<file path="src/rtl/cpu_pkg.sv">
// cpu_pkg: constants shared by the decode, ID/EX and ALU blocks.
//   - ALUOp class codes produced by the main decoder
//   - 4-bit ALU control codes consumed by the ALU
//   - R-type funct field values
//   - control-bit bundle carried through the ID/EX stage
package cpu_pkg;

  // ALUOp classes from the main decoder
  localparam logic [2:0] ALUOP_ADD   = 3'd0;  // lw/sw/addi
  localparam logic [2:0] ALUOP_SUB   = 3'd1;  // beq/bne
  localparam logic [2:0] ALUOP_RTYPE = 3'd2;  // decode by funct
  localparam logic [2:0] ALUOP_AND   = 3'd3;  // andi
  localparam logic [2:0] ALUOP_OR    = 3'd4;  // ori
  localparam logic [2:0] ALUOP_SLT   = 3'd5;  // slti
  localparam logic [2:0] ALUOP_PASS  = 3'd6;  // bgez
  localparam logic [2:0] ALUOP_NONE  = 3'd7;

  // ALU control codes
  localparam logic [3:0] ALU_AND  = 4'd0;
  localparam logic [3:0] ALU_OR   = 4'd1;
  localparam logic [3:0] ALU_ADD  = 4'd2;
  localparam logic [3:0] ALU_MUL  = 4'd3;
  localparam logic [3:0] ALU_SUB  = 4'd6;
  localparam logic [3:0] ALU_SLT  = 4'd7;
  localparam logic [3:0] ALU_PASS = 4'd9;
  localparam logic [3:0] ALU_NOR  = 4'd12;
  localparam logic [3:0] ALU_NOP  = 4'd15;  // ALU drives 0

  // R-type funct values
  localparam logic [5:0] FUNCT_ADD  = 6'h20;
  localparam logic [5:0] FUNCT_SUB  = 6'h22;
  localparam logic [5:0] FUNCT_AND  = 6'h24;
  localparam logic [5:0] FUNCT_OR   = 6'h25;
  localparam logic [5:0] FUNCT_NOR  = 6'h27;
  localparam logic [5:0] FUNCT_SLT  = 6'h2A;
  localparam logic [5:0] FUNCT_MULT = 6'h18;

  // Control bits that must be cleared for a bubble
  typedef struct packed {
    logic valid;
    logic reg_write;
    logic mem_read;
    logic mem_write;
    logic mem_to_reg;
  } idex_ctrl_t;

endpackage

</file>
<file path="src/rtl/alu_ctrl.sv">
// alu_ctrl: combinational ALUOp/funct -> 4-bit ALU control decoder.
// Ports:
//   alu_op_i   [2:0] ALUOp class from the main decoder
//   funct_i    [5:0] instruction funct field (used only for R-type)
//   alu_ctrl_o [3:0] ALU control code
module alu_ctrl
  import cpu_pkg::*;
(
  input  logic [2:0] alu_op_i,
  input  logic [5:0] funct_i,
  output logic [3:0] alu_ctrl_o
);

  // Class decode; unknown classes and funct values map to the NOP code
  always_comb begin
    alu_ctrl_o = ALU_NOP;
    case (alu_op_i)
      ALUOP_ADD:   alu_ctrl_o = ALU_ADD;
      ALUOP_SUB:   alu_ctrl_o = ALU_SUB;
      ALUOP_AND:   alu_ctrl_o = ALU_AND;
      ALUOP_OR:    alu_ctrl_o = ALU_OR;
      ALUOP_SLT:   alu_ctrl_o = ALU_SLT;
      ALUOP_PASS:  alu_ctrl_o = ALU_PASS;
      ALUOP_NONE:  alu_ctrl_o = ALU_NOP;
      ALUOP_RTYPE: begin
        case (funct_i)
          FUNCT_ADD:  alu_ctrl_o = ALU_ADD;
          FUNCT_SUB:  alu_ctrl_o = ALU_SUB;
          FUNCT_AND:  alu_ctrl_o = ALU_AND;
          FUNCT_OR:   alu_ctrl_o = ALU_OR;
          FUNCT_NOR:  alu_ctrl_o = ALU_NOR;
          FUNCT_SLT:  alu_ctrl_o = ALU_SLT;
          FUNCT_MULT: alu_ctrl_o = ALU_MUL;
          default:    alu_ctrl_o = ALU_NOP;
        endcase
      end
      default:     alu_ctrl_o = ALU_NOP;
    endcase
  end

endmodule

</file>
<file path="src/rtl/id_ex_stage.sv">
// id_ex_stage: ID/EX pipeline register feeding the ALU.
// Registers decoded operands, destination, ALU control code and control
// bits; applies EX/MEM and MEM/WB forwarding on the registered rs/rt.
// Ports:
//   clk_i, rst_i (async, active-high), stall_i (hold), flush_i (bubble)
//   valid_i, rs/rt/imm data, rs/rt/rd addresses, alu_op_i, funct_i,
//   alu_src_i, reg_dst_i, reg_write_i, mem_read_i, mem_write_i, mem_to_reg_i
//   exmem_* / memwb_* : producer write-enable, destination and result
//   valid_o, src1_o, src2_o, alu_ctrl_o, store_data_o, write_reg_o,
//   reg_write_o, mem_read_o, mem_write_o, mem_to_reg_o
module id_ex_stage
  import cpu_pkg::*;
#(
  parameter int DW = 32,
  parameter int AW = 5
) (
  input  logic          clk_i,
  input  logic          rst_i,
  input  logic          stall_i,
  input  logic          flush_i,
  input  logic          valid_i,
  input  logic [DW-1:0] rs_data_i,
  input  logic [DW-1:0] rt_data_i,
  input  logic [DW-1:0] imm_i,
  input  logic [AW-1:0] rs_addr_i,
  input  logic [AW-1:0] rt_addr_i,
  input  logic [AW-1:0] rd_addr_i,
  input  logic [2:0]    alu_op_i,
  input  logic [5:0]    funct_i,
  input  logic          alu_src_i,
  input  logic          reg_dst_i,
  input  logic          reg_write_i,
  input  logic          mem_read_i,
  input  logic          mem_write_i,
  input  logic          mem_to_reg_i,
  input  logic          exmem_reg_write_i,
  input  logic [AW-1:0] exmem_rd_i,
  input  logic [DW-1:0] exmem_result_i,
  input  logic          memwb_reg_write_i,
  input  logic [AW-1:0] memwb_rd_i,
  input  logic [DW-1:0] memwb_result_i,
  output logic          valid_o,
  output logic [DW-1:0] src1_o,
  output logic [DW-1:0] src2_o,
  output logic [3:0]    alu_ctrl_o,
  output logic [DW-1:0] store_data_o,
  output logic [AW-1:0] write_reg_o,
  output logic          reg_write_o,
  output logic          mem_read_o,
  output logic          mem_write_o,
  output logic          mem_to_reg_o
);

  // Stage registers
  idex_ctrl_t    ctrl_q,     ctrl_d;
  logic [DW-1:0] rs_data_q,  rs_data_d;
  logic [DW-1:0] rt_data_q,  rt_data_d;
  logic [DW-1:0] imm_q,      imm_d;
  logic [AW-1:0] rs_addr_q,  rs_addr_d;
  logic [AW-1:0] rt_addr_q,  rt_addr_d;
  logic [AW-1:0] wreg_q,     wreg_d;
  logic [3:0]    alu_ctrl_q, alu_ctrl_d;
  logic          alu_src_q,  alu_src_d;

  logic [3:0]    alu_ctrl_s;
  logic          load_data_s;
  logic [DW-1:0] fwd_rs_s;
  logic [DW-1:0] fwd_rt_s;

  // Priority forwarding mux: EX/MEM beats MEM/WB, r0 is never forwarded
  function automatic logic [DW-1:0] fwd_sel(
    input logic [AW-1:0] addr,
    input logic [DW-1:0] reg_val,
    input logic          ex_we,
    input logic [AW-1:0] ex_rd,
    input logic [DW-1:0] ex_res,
    input logic          wb_we,
    input logic [AW-1:0] wb_rd,
    input logic [DW-1:0] wb_res
  );
    logic [DW-1:0] r;
    if (ex_we && (ex_rd != {AW{1'b0}}) && (ex_rd == addr)) begin
      r = ex_res;
    end else if (wb_we && (wb_rd != {AW{1'b0}}) && (wb_rd == addr)) begin
      r = wb_res;
    end else begin
      r = reg_val;
    end
    return r;
  endfunction

  alu_ctrl u_alu_ctrl (
    .alu_op_i   (alu_op_i),
    .funct_i    (funct_i),
    .alu_ctrl_o (alu_ctrl_s)
  );

  // Data registers load on flush as well as on a normal capture
  assign load_data_s = flush_i | ~stall_i;

  // Next-state: data path follows load_data_s, control obeys flush > stall > capture
  always_comb begin
    if (load_data_s) begin
      rs_data_d  = rs_data_i;
      rt_data_d  = rt_data_i;
      imm_d      = imm_i;
      rs_addr_d  = rs_addr_i;
      rt_addr_d  = rt_addr_i;
      wreg_d     = reg_dst_i ? rd_addr_i : rt_addr_i;
      alu_ctrl_d = alu_ctrl_s;
      alu_src_d  = alu_src_i;
    end else begin
      rs_data_d  = rs_data_q;
      rt_data_d  = rt_data_q;
      imm_d      = imm_q;
      rs_addr_d  = rs_addr_q;
      rt_addr_d  = rt_addr_q;
      wreg_d     = wreg_q;
      alu_ctrl_d = alu_ctrl_q;
      alu_src_d  = alu_src_q;
    end

    if (flush_i) begin
      ctrl_d = '0;
    end else if (stall_i) begin
      ctrl_d = ctrl_q;
    end else begin
      // Control bits are gated by valid so a non-instruction is a bubble
      ctrl_d.valid      = valid_i;
      ctrl_d.reg_write  = reg_write_i  & valid_i;
      ctrl_d.mem_read   = mem_read_i   & valid_i;
      ctrl_d.mem_write  = mem_write_i  & valid_i;
      ctrl_d.mem_to_reg = mem_to_reg_i & valid_i;
    end
  end

  // Stage register update with asynchronous clear
  always_ff @(posedge clk_i or posedge rst_i) begin
    if (rst_i) begin
      ctrl_q     <= '0;
      rs_data_q  <= {DW{1'b0}};
      rt_data_q  <= {DW{1'b0}};
      imm_q      <= {DW{1'b0}};
      rs_addr_q  <= {AW{1'b0}};
      rt_addr_q  <= {AW{1'b0}};
      wreg_q     <= {AW{1'b0}};
      alu_ctrl_q <= 4'd0;
      alu_src_q  <= 1'b0;
    end else begin
      ctrl_q     <= ctrl_d;
      rs_data_q  <= rs_data_d;
      rt_data_q  <= rt_data_d;
      imm_q      <= imm_d;
      rs_addr_q  <= rs_addr_d;
      rt_addr_q  <= rt_addr_d;
      wreg_q     <= wreg_d;
      alu_ctrl_q <= alu_ctrl_d;
      alu_src_q  <= alu_src_d;
    end
  end

  // Forwarding is live every cycle so a stalled instruction sees new results
  assign fwd_rs_s = fwd_sel(rs_addr_q, rs_data_q,
                            exmem_reg_write_i, exmem_rd_i, exmem_result_i,
                            memwb_reg_write_i, memwb_rd_i, memwb_result_i);
  assign fwd_rt_s = fwd_sel(rt_addr_q, rt_data_q,
                            exmem_reg_write_i, exmem_rd_i, exmem_result_i,
                            memwb_reg_write_i, memwb_rd_i, memwb_result_i);

  assign src1_o       = fwd_rs_s;
  assign store_data_o = fwd_rt_s;
  assign src2_o       = alu_src_q ? imm_q : fwd_rt_s;
  assign alu_ctrl_o   = alu_ctrl_q;
  assign write_reg_o  = wreg_q;
  assign valid_o      = ctrl_q.valid;
  assign reg_write_o  = ctrl_q.reg_write;
  assign mem_read_o   = ctrl_q.mem_read;
  assign mem_write_o  = ctrl_q.mem_write;
  assign mem_to_reg_o = ctrl_q.mem_to_reg;

endmodule
</file>
<file path="config.mk">
export PLATFORM = sky130hd
export DESIGN_NAME = id_ex_stage
export DESIGN_NICKNAME = d
export VERILOG_FILES = /design/src/rtl/cpu_pkg.sv /design/src/rtl/alu_ctrl.sv /design/src/rtl/id_ex_stage.sv
export SDC_FILE = /design/constraint.sdc
export NUM_CORES = 1
export LEC_CHECK = 0
export BUFFER_PORTS_ARGS = -buffer_cell sky130_fd_sc_hd__buf_4
export CORE_ASPECT_RATIO = 0.9
export CORE_MARGIN = 2
export CORE_UTILIZATION = 44
export CTS_BUF_LIST = sky130_fd_sc_hd__clkbuf_8
export DETAILED_ROUTE_END_ITERATION = 8
export PLACE_DENSITY_LB_ADDON = 0.15
export SYNTH_ARGS = -nofsm -noshare
export SYNTH_HDL_FRONTEND = slang
export SYNTH_HIERARCHICAL = 1
export SYNTH_SLANG_ARGS = --single-unit
export TNS_END_PERCENT = 20
</file>
<file path="constraint.sdc">
create_clock -name clk_i -period 11.9 [get_ports clk_i]
set_clock_uncertainty 0.05 [all_clocks]
set_input_delay 2.38 -clock clk_i [delete_from_list [all_inputs] [get_ports clk_i]]
set_output_delay 2.38 -clock clk_i [all_outputs]
set_load 0.02 [all_outputs]
</file>
# Word level (Yosys, flattened, before mapping)
# Cells that the tools add are included.
# Widths: inputs -> output; s select.
word_totals:
  reg_bits: 121
  latch_bits: 0
  mem_bits_rw: 0
  mem_bits_ro: 0
  inputBits: 207
  output_inout_bits: 110
  word_cells: 57
  mem_count: 0
op_classes:
  add_sub_neg: 0
  n_mul: 0
  div: 0
  order_cmp: 0
  eq_ne: 19
  shift: 0
  n_mux: 10
  n_bitwise: 6
  reduce_logical: 9
ops:
  columns: ["operator", "count"]
  rows:
  - ["$mux 32", 5]
  - ["$eq 6x6->1 const B", 6]
  - ["$pmux 4 s8", 1]
  - ["$pmux 4 s7", 1]
  - ["$eq 5x5->1", 4]
  - ["$mux 5", 3]
  - ["$eq 3x3->1 const B", 4]
  - ["$reduce_bool 5->1", 2]
  - ["$eq 3x2->1 const B", 2]
  - ["$eq 6x5->1 const B", 1]
  - ["$logic_and 1x1->1", 6]
  - ["$and 1x1->1", 4]
  - ["$eq 3x1->1 const B", 1]
  - ["$logic_not 3->1", 1]
  - ["$ne 2x1->1 const B", 1]
  - ["$not 1->1", 1]
  - ["$or 1x1->1", 1]

# Longest topological paths before layout
# Gate-level depths: netlist of the first run.
logic_depth:
  depth_word: 6
  mapped_depth: 7

# Hierarchy
# Netlist of the first run, hierarchy kept.
modules_own_cells:
  columns: ["mod", "instances", "cells_each", "area_per_inst_um2", "seq_area_each_um2"]
  rows:
  - ["id_ex_stage", 1, 785, 7649.8, 3027.9]
  - ["alu_ctrl", 1, 23, 147.6, 0.0]

# Least setup slack after synthesis of the first run
# Ideal clock, no wire load.
synth_path:
  path_kind: "in2out"
  startpoint: "input port exmem_rd_i[1]"
  endpoint: "output port src2_o[10]"
  t_arrival_ns: 3.903
  setup_slack_ns: 5.567
  stages: 6
  n_path_buf: 2
  path_cell_list: "or4_1 > o21a_1 > buf_6 > buf_6 > a41o_1 > a31oi_1"
synth_via:
  elab_chain_len: 5
synth_lines:
  columns: ["element", "line_no", "rtl"]
  rows:
  - ["start: declaration", "id_ex_stage.sv:37", "input logic [AW-1:0] exmem_rd_i,"]
  - ["$reduce_bool 5->1", "id_ex_stage.sv:82", "if (ex_we && (ex_rd != {AW{1'b0}}) && (ex_rd == addr)) begin"]
  - ["$logic_and 1x1->1", "id_ex_stage.sv:82", null]
  - ["$logic_and 1x1->1 (*)", "id_ex_stage.sv:82", null]
  - ["$mux 32 (*)", "id_ex_stage.sv:82", null]
  - ["$mux 32 (*)", "id_ex_stage.sv:172", "assign src2_o = alu_src_q ? imm_q : fwd_rt_s;"]
  - ["end: declaration", "id_ex_stage.sv:44", "output logic [DW-1:0] src2_o,"]
# Mark *: on every way between the ends. The rest lies on a longest branch, timed or not.

# Worst setup path in the final report of the first run
layout_path:
  startpoint: "input port exmem_rd_i[0]"
  endpoint: "output port store_data_o[30]"
layout_via:
  elab_chain_len: 4
layout_lines:
  columns: ["element", "line_no", "rtl"]
  rows:
  - ["$reduce_bool 5->1", "id_ex_stage.sv:82", null]
  - ["$logic_and 1x1->1", "id_ex_stage.sv:82", null]
  - ["$logic_and 1x1->1 (*)", "id_ex_stage.sv:82", null]
  - ["$mux 32 (*)", "id_ex_stage.sv:82", null]
  - ["end: declaration", "id_ex_stage.sv:46", "output logic [DW-1:0] store_data_o,"]
# Marks and branches as above.

==> results of run 1 <==
==> layer usage <==
metal | share of wire (%) | GRT usage, % | vias to the layer above
met3 | 10 | 8.37 | 56
met4 | 2.2 | 11.0 | 0
li1 | - | - | 3667
met2 | 47 | 48.9 | 484
met5 | 0 | 0 | -
met1 | 41 | 41.2 | 3838
==> layout make-up <==
type                            count  share of cell area, %
Sequential cell                   121                   28.6
Multi-Input combinational cell    589                   41.2
Tap cell                          240                   2.83
Timing Repair Buffer              326                   23.1
Inverter                            2                 0.0944
Clock inverter                     15                   2.02
Clock buffer                       17                   2.21
==> cells by family (layout without fill, tap and decap cells) <==
family / count (synthesis) / count (layout)
multiplexers: 116 / 116
XOR/XNOR: 22 / 22
buffers and inverters: 98 / 360
flip-flops: 121 / 121
AO/OA/AOI/OAI: 215 / 215
AND/OR/NAND/NOR: 236 / 236
==> power by group <==
group | internal, mW | switching [mW] | leakage (nW) | total (mW)
registers | 0.446 | 0.0252 | 1.42 | 0.471
logic | 0.181 | 0.247 | 2.94 | 0.428
clock network | 0.233 | 0.196 | 0.218 | 0.428
==> cells in the mapped netlist, drive strengths merged (2+ instances only) <==
master | number | area share, %
or2 | 2 | 0.16
nand4 | 33 | 2.6
dfrtp | 121 | 39
nand2 | 8 | 0.39
o31ai | 32 | 3.1
a31oi | 98 | 8.1
mux2 | 111 | 16
a22oi | 4 | 0.39
nand2b | 2 | 0.16
and3 | 2 | 0.16
o21ai | 35 | 2.3
clkbuf | 58 | 2.8
nor2 | 46 | 2.2
xor2 | 3 | 0.34
o21a | 2 | 0.19
a21oi | 9 | 0.58
nor4 | 64 | 5.1
inv | 2 | 0.096
a41o | 32 | 4.1
or4 | 2 | 0.24
xnor2 | 19 | 2.1
nand3 | 37 | 2.4
buf | 38 | 3.0
mux2i | 5 | 0.64
nor2b | 34 | 2.7
==> critical path: cells and delay by family <==
family                 cells  cell delay, ns
AND/OR/NAND/NOR            2            1.57
buffers and inverters      2            0.36
AO/OA/AOI/OAI              1            0.59
XOR/XNOR                   1            0.16
==> stage by stage <==
step | power (mW) | instances
finish | 1.33 | 1310
global route | 1.38 | 1310
CTS | 1.33 | 1310
detailed placement | 0.904 | 1278
global placement | 0.900 | 1278
floorplan | 0.716 | 808
==> registers in the layout, indices dropped and copies added (netlist names) <==
register / count
alu_src_q: 1
rt_addr_q: 5
rs_data_q: 32
write_reg_o: 5
valid_o: 1
rt_data_q: 32
mem_write_o: 1
rs_addr_q: 5
imm_q: 32
reg_write_o: 1
mem_read_o: 1
mem_to_reg_o: 1
alu_ctrl_o: 4
==> path summary, 6_finish.rpt <==
check	slack, ns	from	to
min in group asynchronous	1.98	rst_i	alu_ctrl_o[0]
worst min-delay path	0.46	rs_data_q[17]	rs_data_q[17]
max in group asynchronous	8.37	rst_i	alu_src_q
worst min register to register	0.46	rs_data_q[17]	rs_data_q[17]
worst max register to register	10.41	alu_src_q	alu_src_q
worst max-delay path	4.38	exmem_rd_i[0]	store_data_o[30]
==> results.toml, run 1 <==
[run_status]
status = "completed"

[place]
postPlaceCellArea_um2 = 10200
dpl.hpwl_mm = 20.9
pre_cts_ws_ns = 4.37
place_congestion = 0.913
port_buffers = 316

[cells_and_area]
design_area_um2 = 10600
n_antenna_cell = 0
final_common_cell = "buf_4"
fill_cells = 1599
drive_above_1_share_pct = 45.6
syn2layout_area_growth_pct = 36.0
final_cell_mix = "buf_4 (326), dfrtp_1 (120), mux2_2 (111)"
multi_input_area_um2 = 4370
post-route-util_pct = 60.6
final_nets = 1264
final-seq-area_um2 = 3030

[floorplanning]
start_util_pct = 44.6
die_width_um = 144
row_count = 46
die_h_um = 130
core_area_um2 = 17500
ios = 317
die-area_um2 = 18800

[logic_synthesis]
synth_edf_count = 0
synth_compound_area_share_pct = 19.1
synth_cells = 808
synth_top_family_by_area = "compound AO/OA/AOI/OAI gates"
synth_nets = 1015
syn_avg_cell_area_um2 = 9.65
ys_ff_latch = 121
muxShareOfSynthArea_pct = 16.7
yosysSeqAreaShare_pct = 38.8
synth_warnings = 6
ys_async_sr_fraction_pct = 100
syn-cell-area_um2 = 7800
synth_flop_cell = "dfrtp_1"
yosys.area_share.simple_pct = 17.0
synthDistinctLibCells = 43
synth_fa_ha_area_share_pct = 0
synthXorXnorAreaFrac_pct = 2.47

[critical_path]
start_kind = "input pin"
crit_top_cell = "buf_4"
max_stage_delay_ns = 0.88
arrival_ns = 5.09
end_kind = "primary output"
worstSetupPathType = "input pin to primary output"
cpMaxStageDelayCell = "nand3_2"
rr_worst_depth = 1
worstPathRequired_ns = 9.47
path_cells = "buf_4 > xnor2_1 > and2_2 > nand3_2 > a31oi_1 > buf_4"
cp_max_fo = 34

[power_and_ir_drop]
p_per_area_nw_per_um2 = 125
ir_drop_mv = 0.109
power.leakage_nw = 4.57

[global_routing]
track_usage_pct = 31.0
grt_max_degree = 73
globalRoute.totalOverflow = 0
grt_pass1_vias = 7805
grt_pass1_wl_mm = 44.0
antenna_found_initial = 0

[clock_tree]
root_buffer = "clkbuf_8"
cts_tree = "yes"
cts_setup_buffers = 0
ctsLongestPathBuffers = 2
worstSkewPairLatency_ns = 0.45
cts_max_level = 4
cts-resized-gates = 0
clk_pin_slew_worst_paths_ns = 0.08
cts_buffers = 17
hold_buffers = 0
clock-sinks = 121

[sta]
worst_slew_pin_slew_ns = 1.17
fmax_mhz = 133
hold_viol_final = 0
layout_worst_path_cycle_share_pct = 63.2
min_period_ns = 7.52
rsz0062_at_grt = "false"
holdWs_ns = 0.455
slew_headroom_pct = 22.3
setup_slack_ns = 4.38
setup_tns_ns = 0
setup_violations = 0
slew_violations = 0

[worst_hold_path]
min-delay-path-class = "flop to flop"
worst_hold_path.num_cells = 1

[routing]
first_iter_violations = 659
antenna_left = 0
drc = 0
vias = 8045
wl_per_cell_um = 22.7
wl_mm = 29.7
routed_via_density = 6.14
first_pass_iters = 6

[job]
timing.max_cap.violations = 0
Power figures use the tool's default switching activity.
==> run 2: changes to the inputs <==
==> constraint.sdc (replaced) <==
create_clock -name clk_i -period 6.6 [get_ports clk_i]
set_clock_uncertainty 0.05 [all_clocks]
set_input_delay 1.32 -clock clk_i [delete_from_list [all_inputs] [get_ports clk_i]]
set_output_delay 1.32 -clock clk_i [all_outputs]
set_load 0.02 [all_outputs]
==> results.toml, run 2 (synthesized netlist as in run 1, its figures left out) <==
[clock_tree]
cts_tree = "yes"
cts_setup_buffers = 0
cts-resized-gates = 0
ctsLongestPathBuffers = 2
clock-sinks = 121
cts_max_level = 4
root_buffer = "clkbuf_8"
worstSkewPairLatency_ns = 0.45
cts_buffers = 17
clk_pin_slew_worst_paths_ns = 0.07
hold_buffers = 0

[critical_path]
arrival_ns = 4.02
cp-startpoint = "exmem_rd_i[1]"
path_cells = "buf_4 > or4_1 > o21a_2 > a31oi_4 > a31oi_1 > buf_4"
worstPathRequired_ns = 5.23
start_kind = "input pin"
crit_top_cell = "buf_4"
cpMaxStageDelayCell = "a31oi_4"
cp_max_fo = 34
r2r_start = "alu_src_q"
worstSetupPathType = "input pin to primary output"
end_kind = "primary output"
max_stage_delay_ns = 1.00

[sta]
setup_slack_ns = 1.21
layout_worst_path_cycle_share_pct = 81.7
slew_headroom_pct = 22.3
rsz0062_at_grt = "false"
slew_violations = 0
hold_viol_final = 0
setup_tns_ns = 0
min_period_ns = 5.39
holdWs_ns = 0.457
fmax_mhz = 186
setup_violations = 0
worst_slew_pin_slew_ns = 1.17

[run_status]
status = "completed"

[cells_and_area]
syn2layout_area_growth_pct = 35.7
fill_cells = 1559
n_antenna_cell = 0
final_cell_mix = "buf_4 (328), dfrtp_1 (120), mux2_2 (111)"
final-seq-area_um2 = 3030
drive_above_1_share_pct = 45.6
final_nets = 1266
final_cell_count_no_fill = 1309
multi_input_area_um2 = 4370
final_common_cell = "buf_4"
post-route-util_pct = 60.5
reg_top3 = "imm_q x32, rs_data_q x32, rt_data_q x32"

[place]
port_buffers = 316
place_congestion = 0.912
placed_cells = 1280
dpl.hpwl_mm = 20.8
pre_cts_ws_ns = 1.26

[routing]
drc = 0
routed_via_density = 6.18
wl_mm = 30.3
antenna_left = 0
wl_per_cell_um = 23.2
first_pass_iters = 5
first_iter_violations = 731
vias = 8090

[global_routing]
globalRoute.totalOverflow = 0
antenna_found_initial = 0
grt_pass1_vias = 7685
grt_max_degree = 71
grt_pass1_wl_mm = 44.9
track_usage_pct = 31.8

[power_and_ir_drop]
ir_drop_mv = 0.151
power.leakage_nw = 4.57
p_per_area_nw_per_um2 = 222

[worst_hold_path]
min-delay-path-class = "flop to flop"
hold_start = "rs_data_q[16]"

[job]
timing.max_cap.violations = 0

[floorplanning]
core_area_um2 = 17500
die-area_um2 = 18800
row_count = 46
ios = 317
die_h_um = 130
die_width_um = 144
start_util_pct = 44.6
[run 2: final timing paths]
check	endpoint	slack (ns)	cells past startpoint
max reg2reg	alu_src_q	5.32	2
max in group asynchronous	alu_src_q	4.18	3
min in group asynchronous	write_reg_o[1]	1.03	2
min	rs_data_q[16]	0.46	1
max	src2_o[31]	1.21	6
min reg2reg	rs_data_q[16]	0.46	1
[run 2: cell type report]
class                   count  share of cell area [%]
clock buffers              21                    2.73
clock inverters             8                    1.14
multi-input cells         589                    41.3
well taps                 240                    2.84
inverters                   2                  0.0946
repair buffers            328                    23.3
flip-flops and latches    121                    28.6
[run 2: worst max-delay path, delay by kind of cell]
family                 cells  cell delay [ns]
AOI/OAI and AO/OA          3             1.69
and+or+nand+nor            1             0.59
buffers and inverters      2             0.35
[run 2: power by group]
group	leakage, nW	switching (mW)	internal, mW
combinational	2.94	0.464	0.327
clock	0.205	0.310	0.405
sequential	1.42	0.0370	0.804
total	4.57	0.811	1.54
[run 2: routing by layer]
metal / vias up / share of wire [%] / GRT usage [%]
met5: - / 0 / 0
met2: 549 / 45 / 49.6
met1: 3810 / 41 / 42.6
li1: 3659 / - / -
met4: 0 / 3.0 / 12.2
met3: 72 / 11 / 8.66
[run 2: stage by stage]
step | total power [mW] | area [µm²]
after floorplan | 1.29 | 7800
after global placement | 1.63 | 10200
after detailed placement | 1.64 | 10200
after CTS | 2.35 | 10600
after global routing | 2.44 | 10600
final | 2.35 | 10600
